File: config.mk
export PLATFORM = sky130hd
export DESIGN_NAME = alarm_delay_controller
export DESIGN_NICKNAME = d
export VERILOG_FILES = /design/src/rtl/alarm_delay_controller.sv
export SDC_FILE = /design/constraint.sdc
export NUM_CORES = 1
export LEC_CHECK = 0
export CAP_MARGIN = 20
export CELL_PAD_IN_SITES_DETAIL_PLACEMENT = 1
export CELL_PAD_IN_SITES_GLOBAL_PLACEMENT = 2
export CORE_MARGIN = 2
export CORE_UTILIZATION = 31
export DETAILED_ROUTE_END_ITERATION = 10
export GPL_TIMING_DRIVEN = 0
export HOLD_SLACK_MARGIN = 0.05
export PLACE_DENSITY = 0.68
export SYNTH_ARGS = -nofsm -noshare
export SYNTH_HDL_FRONTEND = slang
export SYNTH_SLANG_ARGS = --single-unit
File: constraint.sdc
create_clock -name clock50 -period 3.5 [get_ports clock50]
set_clock_uncertainty 0.1 [all_clocks]
set_input_delay 0.7 -clock clock50 [delete_from_list [all_inputs] [get_ports clock50]]
set_output_delay 0.7 -clock clock50 [all_outputs]
set_load 0.02 [all_outputs]
File: src/rtl/alarm_delay_controller.sv
// rtl/alarm_delay_controller.sv - arm/disarm sequencer with timed exit/entry delays
// Drives an external load/enable up-counter and detects delay expiry from its Qout.
module alarm_delay_controller #(
  parameter int TICK_DIV    = 50000000,
  parameter int CNT_WIDTH   = 3,
  parameter int EXIT_TICKS  = 7,
  parameter int ENTRY_TICKS = 5
) (
  input  logic                 clock50,
  input  logic                 Mr_n,
  input  logic                 arm,
  input  logic                 disarm,
  input  logic                 sensor,
  input  logic [CNT_WIDTH-1:0] cnt_q,
  output logic                 cnt_load,
  output logic [CNT_WIDTH-1:0] cnt_load_value,
  output logic                 cnt_en,
  output logic [2:0]           state,
  output logic                 armed_led,
  output logic                 delay_active,
  output logic                 siren
);

  localparam int PW = (TICK_DIV > 2) ? $clog2(TICK_DIV) : 1;
  localparam logic [PW-1:0]        TICK_LAST  = PW'(TICK_DIV - 1);
  localparam logic [CNT_WIDTH-1:0] CNT_MAX    = '1;
  localparam logic [CNT_WIDTH-1:0] EXIT_LOAD  = CNT_MAX - CNT_WIDTH'(EXIT_TICKS);
  localparam logic [CNT_WIDTH-1:0] ENTRY_LOAD = CNT_MAX - CNT_WIDTH'(ENTRY_TICKS);

  typedef enum logic [2:0] {
    ST_DISARMED    = 3'd0,
    ST_EXIT_DELAY  = 3'd1,
    ST_ARMED       = 3'd2,
    ST_ENTRY_DELAY = 3'd3,
    ST_ALARM       = 3'd4
  } state_e;

  state_e                 state_q, state_d;
  logic [PW-1:0]          presc_q, presc_d;
  logic                   load_q, load_d;
  logic [CNT_WIDTH-1:0]   load_value_q, load_value_d;
  logic                   in_delay, next_in_delay, enter_delay, tick, expiry;

  // Load pulse masks expiry/enable for the cycle before the counter holds the new value.
  always_comb begin
    in_delay = (state_q == ST_EXIT_DELAY) || (state_q == ST_ENTRY_DELAY);
    tick     = (presc_q == TICK_LAST);
    expiry   = in_delay && !load_q && (cnt_q == CNT_MAX);
    cnt_en   = tick && in_delay && !load_q && (cnt_q != CNT_MAX);
  end

  always_comb begin
    state_d = state_q;
    if (disarm) begin
      state_d = ST_DISARMED;
    end else begin
      case (state_q)
        ST_DISARMED:    if (arm)    state_d = ST_EXIT_DELAY;
        ST_EXIT_DELAY:  if (expiry) state_d = ST_ARMED;
        ST_ARMED:       if (sensor) state_d = ST_ENTRY_DELAY;
        ST_ENTRY_DELAY: if (expiry) state_d = ST_ALARM;
        ST_ALARM:       state_d = ST_ALARM;
        default:        state_d = ST_DISARMED;
      endcase
    end
  end

  always_comb begin
    next_in_delay = (state_d == ST_EXIT_DELAY) || (state_d == ST_ENTRY_DELAY);
    enter_delay   = next_in_delay && (state_d != state_q);
    load_d        = enter_delay;
    load_value_d  = load_value_q;
    if (enter_delay) begin
      load_value_d = (state_d == ST_EXIT_DELAY) ? EXIT_LOAD : ENTRY_LOAD;
    end
    presc_d = '0;
    if (next_in_delay && !enter_delay && !tick) begin
      presc_d = presc_q + PW'(1);
    end
  end

  always_ff @(posedge clock50 or negedge Mr_n) begin
    if (!Mr_n) begin
      state_q      <= ST_DISARMED;
      presc_q      <= '0;
      load_q       <= 1'b0;
      load_value_q <= '0;
    end else begin
      state_q      <= state_d;
      presc_q      <= presc_d;
      load_q       <= load_d;
      load_value_q <= load_value_d;
    end
  end

  assign state          = state_q;
  assign cnt_load       = load_q;
  assign cnt_load_value = load_value_q;
  assign armed_led      = (state_q == ST_ARMED) || (state_q == ST_ENTRY_DELAY);
  assign delay_active   = (state_q == ST_EXIT_DELAY) || (state_q == ST_ENTRY_DELAY);
  assign siren          = (state_q == ST_ALARM);

endmodule

# After elaboration in Yosys (flattened, before gate mapping)
# Index checks and enable logic that the tools add are counted.
# totals
ff_bits	33
in_bits	8
out_inout_bits	11
elab_cells	38
# op_classes
n_addsub	1
n_eq_ne	10
muxes	8
reduce_logical	15
# op_table
cell	count
$add 26x1->26 const B	1
$eq 26x26->1 const B	1
$mux 26	1
$mux 3	5
$pmux 3 s5	1
$eq 3x2->1 const B	3
$logic_and 1x1->1	8
$eq 3x1->1 const B	2
$eq 3x3->1 const B	2
$logic_not 1->1	3
$logic_not 3->1	1
$logic_or 1x1->1	3
$ne 3x3->1	1
$ne 3x3->1 const B	1
$mux 2	1

# Depth between registers and ports, before layout
# Gate-level depths: netlist of the first run.
# depth
word_depth	14
depth_mapped	6
depth_no_buf	5

# Worst setup path after synthesis of the first run
# No wires, ideal clock.
# synth_path
path_kind	register to output
startpoint	register presc_q[0]
endpoint	output port cnt_en
arrival_time_ns	1.665
t_required_ns	2.700
slack_ns	1.035
path_stages_with_launch	5
path_buffers	0
path_cell_list	dfrtp_1 > ha_1 > and4_2 > nand3_1 > nor4_1
# synth_via
elab_chain_cells	4
# synth_lines
element	line	source
start: declaration	39	logic [PW-1:0] presc_q, presc_d;
start signal: assignment	90	presc_q <= presc_d;
$eq 26x26->1	47	tick = (presc_q == TICK_LAST);
$logic_and 1x1->1 (3 in series)	49	cnt_en = tick && in_delay && !load_q && (cnt_q != CNT_MAX);
end: declaration	17	output logic cnt_en,
# Every way passes these cells.

# Worst setup path after layout of the first run
# layout_path
startpoint	input port cnt_q[2]
endpoint	output port cnt_en
# layout_via
elab_chain_cells	2
# layout_lines
element	line	source
start: declaration	14	input logic [CNT_WIDTH-1:0] cnt_q,
$ne 3x3->1	49	
$logic_and 1x1->1	49	
# Every way passes these cells.

==> results of run 1 <==
final timing paths:
path / start / end / cells past startpoint
worst max-delay path: cnt_q[2] / cnt_en / 4
worst min-delay path: Mr_n / state[1] / 1
worst max register to register: presc_q[0] / presc_q[3] / 6
worst min register to register: presc_q[0] / presc_q[0] / 1
max in group asynchronous: Mr_n / presc_q[5] / 1
min in group clock50: presc_q[0] / presc_q[0] / 1
synth_stat cells, types with 6 or more instances:
| cell | instances |
|---|---|
| o31ai_1 | 6 |
| or4_1 | 7 |
| nand3_1 | 9 |
| a21oi_1 | 12 |
| nor4_1 | 6 |
| nor2_1 | 17 |
| nand4_1 | 6 |
| dfrtp_1 | 31 |
| xnor2_1 | 8 |
| nand2_1 | 10 |
metrics by stage:
| step | setup WS, ps | cell area [um^2] | hold slack [ps] | instances | utilization (%) |
|---|---|---|---|---|---|
| global route | 191.5 | 1952 | 425.5 | 261 | 38.46 |
| detailed placement | 317.4 | 1864 | 404.2 | 254 | 36.74 |
| floorplan | 1035 | 1622 | 304.4 | 168 | - |
| CTS | 301.9 | 1952 | 394.3 | 261 | 38.46 |
| global placement | 346.2 | 1869 | 392.4 | 254 | 36.83 |
| finish | 361.3 | 1952 | 371.6 | 261 | 38.46 |
flip-flops by register name, indices dropped and copies added (netlist names):
| signal | flops |
|---|---|
| cnt_load | 1 |
| presc_q | 26 |
| state | 3 |
| cnt_load_value | 1 |
power groups by stage:
stage	combinational (mW)	clock, mW	sequential (mW)
floorplan	0.0176	0	0.375
global placement	0.0481	0	0.372
detailed placement	0.0483	0	0.373
CTS	0.0483	0.296	0.366
global route	0.0522	0.316	0.366
finish	0.0470	0.282	0.366
worst register-to-register path, stage by stage (launching register included):
cell and delay [ps]:
dfrtp_1 400, ha_1 260, and4_2 300, nand3_1 140
o31ai_2 570, clkbuf_1 500, nor2_1 110
layout make-up:
| type | instances | share of cell area, % |
|---|---|---|
| Timing Repair Buffer | 16 | 7.949 |
| Multi-Input combinational cell | 125 | 40.19 |
| Clock inverter | 1 | 0.2564 |
| Clock buffer | 6 | 4.231 |
| Inverter | 5 | 0.9615 |
| Buffer | 7 | 2.179 |
| Tap cell | 70 | 4.487 |
| Sequential cell | 31 | 39.74 |
kinds of logic after synthesis:
group	count (synthesis)	synth area share, %
muxes	2	1.315
DFF	31	47.95
buffers and inverters	12	3.789
xor gates and xnor gates	13	7.038
adders and majority gates	1	0.7733
and+or+nand+nor	79	28.00
other	1	0.2318
AOI/OAI and AO/OA	28	10.90
layer usage:
| metal | global-route usage, % | vias up | routed length [um] |
|---|---|---|---|
| li1 | - | 658 | - |
| met3 | 4.147 | 6 | 102 |
| met1 | 19.44 | 692 | 1795 |
| met2 | 26.64 | 15 | 2108 |
| met4 | 4.909 | 0 | 53 |
| met5 | 0 | - | 0 |
==> metrics.md, run 1 <==
| Metric | Value |
|---|---|
| Gate count after technology mapping | around 170 |
| Crit share post-route | around 90% |
| Clock power share | about two fifths |
| Top post-synthesis cells by area | dfrtp_1 (48%), xnor2_1 (4.3%), nor2_1 (3.9%), a21oi_1 (3.7%), or4_1 (3.2%) |
| Worst vdd ir | roughly 0.16 mV |
| Max-slew headroom | 53.11% |
| Drt pass-1 iters | 4 |
| Crit path buffers/inverters | 2 |
| # nets final | 200 |
| Max Freq | about 0.32 GHz |
| Vias | about 1.4k |
| Crit-path max cell delay | about 660 ps |
| Logic pwr share | between 6 and 7% |
| Footprint of the multi-input gates | between 700 and 800 um^2 |
| Synth Register Bits | 31 |
| Flop pwr share | roughly 53% |
| Synth top area share | roughly 48% |
| FF+latch area | ~780 um^2 |
| Num CTS Buffers | 5 |
| Startpoint class of the critical path | input port |
| Initial Utilization | about a third |
| Post-CTS Setup Inserts | 0 |
| Most common cell on crit path | clkdlybuf4s50_1 |
| Fill cells | a little under 600 |
| Top-Level Pins | 19 |
| Avg Cell Area, Syn | about 9.7 um^2 |
| Sum of negative setup slack | 0 ps |
| Crit path cell chain | clkdlybuf4s50_1, a311o_1, nor4_1, clkdlybuf4s50_1 |
| Worst-margin pin slew | roughly 700 ps |
| Total power | 0.6948 mW |
| Drt first-iter violations | just under 90 |
| Worst Setup Path Type | input port to output port |
| Max_cap viols | 0 |
| Min-delay worst type | input port to async pin |
| Critical Path Sink Type | output port |
| Resized Gates After CTS | 0 |
| Vias in the first global route | between 1k and 1.5k |
| Share of post-route cells with drive strength above 1 | ~10% |
| Post-synth EDFFs | 0 |
| Lkg Pwr | around 0.7 nW |
| Hold buffer count at CTS | 0 |
| Dpl hpwl | 2991 um |
| Grt ovf | 0 |
| Post-Syn Area | 1618 um^2 |
| Endpoint arrival time on the critical path | approximately 2300 ps |
| Core area | ~5000 um^2 |
| Area leader, netlist | dfrtp_1 |
| Min Tclk post-route | ~3100 ps |
| GP Congestion | 0.7350 |
| Clk sinks | 31 |
| Final hold viol count | 0 |
| Drt total wl | 4058 um |
| Die height | 76.24 um |
| Largest net degree at the start of global routing | 32 |
| RSZ-0062 raised after global routing | false |
| Yosys warning total | 0 |
| Switching Share | 23.00% |
| Number of H-tree levels | 2 |
| Root Buffer | clkbuf_8 |
| Initial antenna violation count | 0 |
| Die width | 76.24 um |
| Die Area | between 5000 and 6000 um^2 |
| Slew Limit Fails | 0 |
| CTS Buffer Depth | 2 |
| Clk pin slew, worst setup/hold paths | about 60 ps |
| PD cells | 355.9 nW/um^2 |
| Layout overhead on the synthesized area | 20.65% |
| CTS tree | yes |
| Most frequent cells in the layout | dfrtp_1 (31), nor2_1 (17), clkdlybuf4s50_1 (15) |
| P_int | 0.5350 mW |
| Clk_lat worst skew | 280 ps |
| Most used DFF post-synth | dfrtp_1 |
| DRC violations left | 0 |
| Critical Path RT | approximately 2700 ps |
| Internal reg-to-reg setup slack | 980 ps |
| Yosys cell types | 41 |
| CP Max Fanout | 2 |
| Post-synth ARST share | 100.0% |
| Critical Path Slowest Stage Cell | clkdlybuf4s50_1 |
| Status | completed |
| Commonest non-fill, non-tap cell in the layout | dfrtp_1 |
| PortBufs | 16 |
| Net switching power | approximately 0.16 mW |
| Sequential area share after synthesis | about 48% |
| Crit-path leading delay family | buffers and inverters |
| First-pass GRT wire length | approximately 7300 um |
| N_diodes | 0 |
| WL/cell | ~16 um |
| Rows | 26 |
| Global-route usage over all layers | around 16% |
| Final Setup Violations | 0 |
| Vias/cell | about 5.3 |
| Routed Antenna Nets | 0 |
(Power assumes the default switching activity.)
==> run 2, diff against run 1 <==
DONT_BUFFER_PORTS = 1   (was not set)
PLACE_DENSITY = not set   (was 0.68)
PLACE_DENSITY_LB_ADDON = 0.1   (was not set)
==> run 2 against run 1 <==
First-iteration DRC count decreased by 43%. Critical path type is now register to output port. Via count decreased by 5.1%. Critical endpoint unchanged. Combinational power decreased by 35%. Global-route usage decreased by 0.90 points. Sequential cell count unchanged. Cell count decreased by 5.4%. Worst hold slack got worse by 220 ps. Count of clock-buffer cells in the layout increased by 1. Die area unchanged. Critical path depth unchanged.
==> metrics.md, run 2 (synthesized netlist as in run 1, its figures left out) <==
| Metric | Value |
|---|---|
| Status | completed |
| DRC violations left | 0 (unchanged) |
| Core area | 5075 um^2 (unchanged) |
| Final Util | 35.68% (-2.8 points) |
| WL/cell | 15.34 um (-1.3%) |
| Drt total wl | 3790 um (-6.6%) |
| Drt first-iter violations | 50 (-43%) |
| Resized Gates After CTS | 0 (unchanged) |
| Routing usage on met3 | 2.962% (-1.2 points) |
| First-pass GRT wire length | 6837 um (-6.3%) |
| Crit-path max cell delay | 820 ps (+160 ps) |
| Hold buffer count at CTS | 1 (+1) |
| Min Tclk post-route | 2995 ps (-143.6 ps) |
| Global-route usage over all layers | 14.78% (-0.90 points) |
| Met1 Track Usage GR | 18.72% (-0.73 points) |
| Initial antenna violation count | 0 (unchanged) |
| Post-CTS Setup Inserts | 0 (unchanged) |
| Crit path cell chain | ha_1, and4_2, nand3_1, nor4_1 |
| Min-delay worst type | input port to async pin |
| Routed Antenna Nets | 0 (unchanged) |
| Top-Level Pins | 19 (unchanged) |
| Sum of negative setup slack | 0 ps (unchanged) |
| Final hold viol count | 0 (unchanged) |
| Vias in the first global route | 1396 (-5.6%) |
| Crit share post-route | 85.57% (-4.1 points) |
| CTS Buffer Depth | 2 (unchanged) |
| Clk pin slew, worst setup/hold paths | 60 ps (about the same) |
| Critical Path Sink Type | output port |
| Dpl hpwl | 2769 um (-7.4%) |
| RSZ-0062 raised after global routing | false |
| Root Buffer | clkbuf_8 |
| Clk_lat worst skew | 280 ps (about the same) |
| Clk sinks | 31 (unchanged) |
| # nets final | 185 (-7.5%) |
| Layout Cells excl Fill | 247 (-5.4%) |
| CP Max Fanout | 5 (+3) |
| Most frequent cells in the layout | dfrtp_1 (31), nor2_1 (17), a21oi_1 (12) |
| Grt peak-use layer | met2 |
| Lkg Pwr | 0.6574 nW (-7.6%) |
| Max-slew headroom | 34.54% (-19 points) |
| Rows | 26 (unchanged) |
| Max reg flops | 26 (unchanged) |
| Fill cells | 631 (+5.9%) |
| Worst vdd ir | 0.1543 mV (-0.89%) |
| CTS tree | yes |
| Commonest non-fill, non-tap cell in the layout | dfrtp_1 |
| Critical Path RT | 2700 ps (about the same) |
| GRT met2 Usage | 24.42% (-2.2 points) |
| Vias/cell | 5.267 (+0.27%) |
| Startpoint class of the critical path | register |
| PD cells | 368.7 nW/um^2 (+3.6%) |
| Initial Utilization | 31.88% (unchanged) |
| Die height | 76.24 um (unchanged) |
| Share of post-route cells with drive strength above 1 | 10.17% (+0.22 points) |
| Largest net degree at the start of global routing | 32 (unchanged) |
| Die width | 76.24 um (unchanged) |
| Vias | 1301 (-5.1%) |
| N_diodes | 0 (unchanged) |
| Largest reg by FF count | presc_q |
| GP Congestion | 0.7618 (+3.6%) |
| Placed insts | 238 (-6.3%) |
| Critical Path Slowest Stage Cell | nor4_1 |
| Max_cap viols | 0 (unchanged) |
| Num CTS Buffers | 5 (unchanged) |
| Max Freq | 0.3339 GHz (+4.8%) |
| Drt pass-1 iters | 4 (unchanged) |
| Number of H-tree levels | 2 (unchanged) |
| Endpoint arrival time on the critical path | 2200 ps (-140 ps) |
| Worst-margin pin slew | 972.9 ps (+269.6 ps) |
| Die Area | 5813 um^2 (unchanged) |
| Slew Limit Fails | 0 (unchanged) |
| Grt ovf | 0 (unchanged) |
| Final Setup Violations | 0 (unchanged) |
| PortBufs | 0 (-16) |
| Worst Setup Path Type | register to output port |
| Layout overhead on the synthesized area | 11.91% |
[run 2: final timing paths]
check / cells after the start / startpoint / slack (ps) / to
max in group asynchronous: 1 / Mr_n / 2980 / presc_q[22]
max reg2reg: 6 / presc_q[0] / 1070 / presc_q[5]
min reg2reg: 1 / presc_q[0] / 410 / presc_q[0]
max: 4 / presc_q[0] / 500 / cnt_en
min in group clock50: 1 / disarm / 380 / state[2]
min: 1 / Mr_n / 150 / state[0]
[run 2: per-stage QoR]
| stage | hold WS, ps | worst slack [ps] | total power [mW] | area, um^2 |
|---|---|---|---|---|
| floorplan | 304.4 | 1035 | 0.3924 | 1622 |
| global placement | 305.3 | 799.5 | 0.3970 | 1709 |
| detailed placement | 305.3 | 777.4 | 0.3977 | 1709 |
| CTS | 137.9 | 461.7 | 0.6865 | 1810 |
| global route | 136.5 | 369.8 | 0.7085 | 1810 |
| finish | 147.1 | 504.9 | 0.6676 | 1810 |
[run 2: layout make-up]
| class | count | area [um^2] | share of cell area (%) |
|---|---|---|---|
| sequential | 31 | 775.7 | 42.85 |
| clock buffer | 7 | 76.32 | 4.216 |
| multi-input combinational | 125 | 784.5 | 43.33 |
| inverter | 5 | 18.77 | 1.037 |
| tap | 70 | 87.58 | 4.838 |
| timing repair buffer | 1 | 20.02 | 1.106 |
| buffer | 7 | 42.54 | 2.350 |
| clock inverter | 1 | 5.005 | 0.2764 |
[run 2: where the power goes]
group,total [mW],switching (mW),internal (mW)
registers,0.369,0.00773,0.362
clock network,0.268,0.128,0.139
logic,0.0306,0.0211,0.00952
total,0.668,0.157,0.510
[run 2: metal layers]
layer,vias up,routed length (um)
met4,0,24
li1,628,-
met3,2,91
met2,7,1943
met5,-,0
met1,664,1730
[run 2: critical path: cells and delay by family (launching register included)]
family                     cells  cell delay (ps)
adders and majority gates      1              260
and+or+nand+nor                3             1250
DFF                            1              410
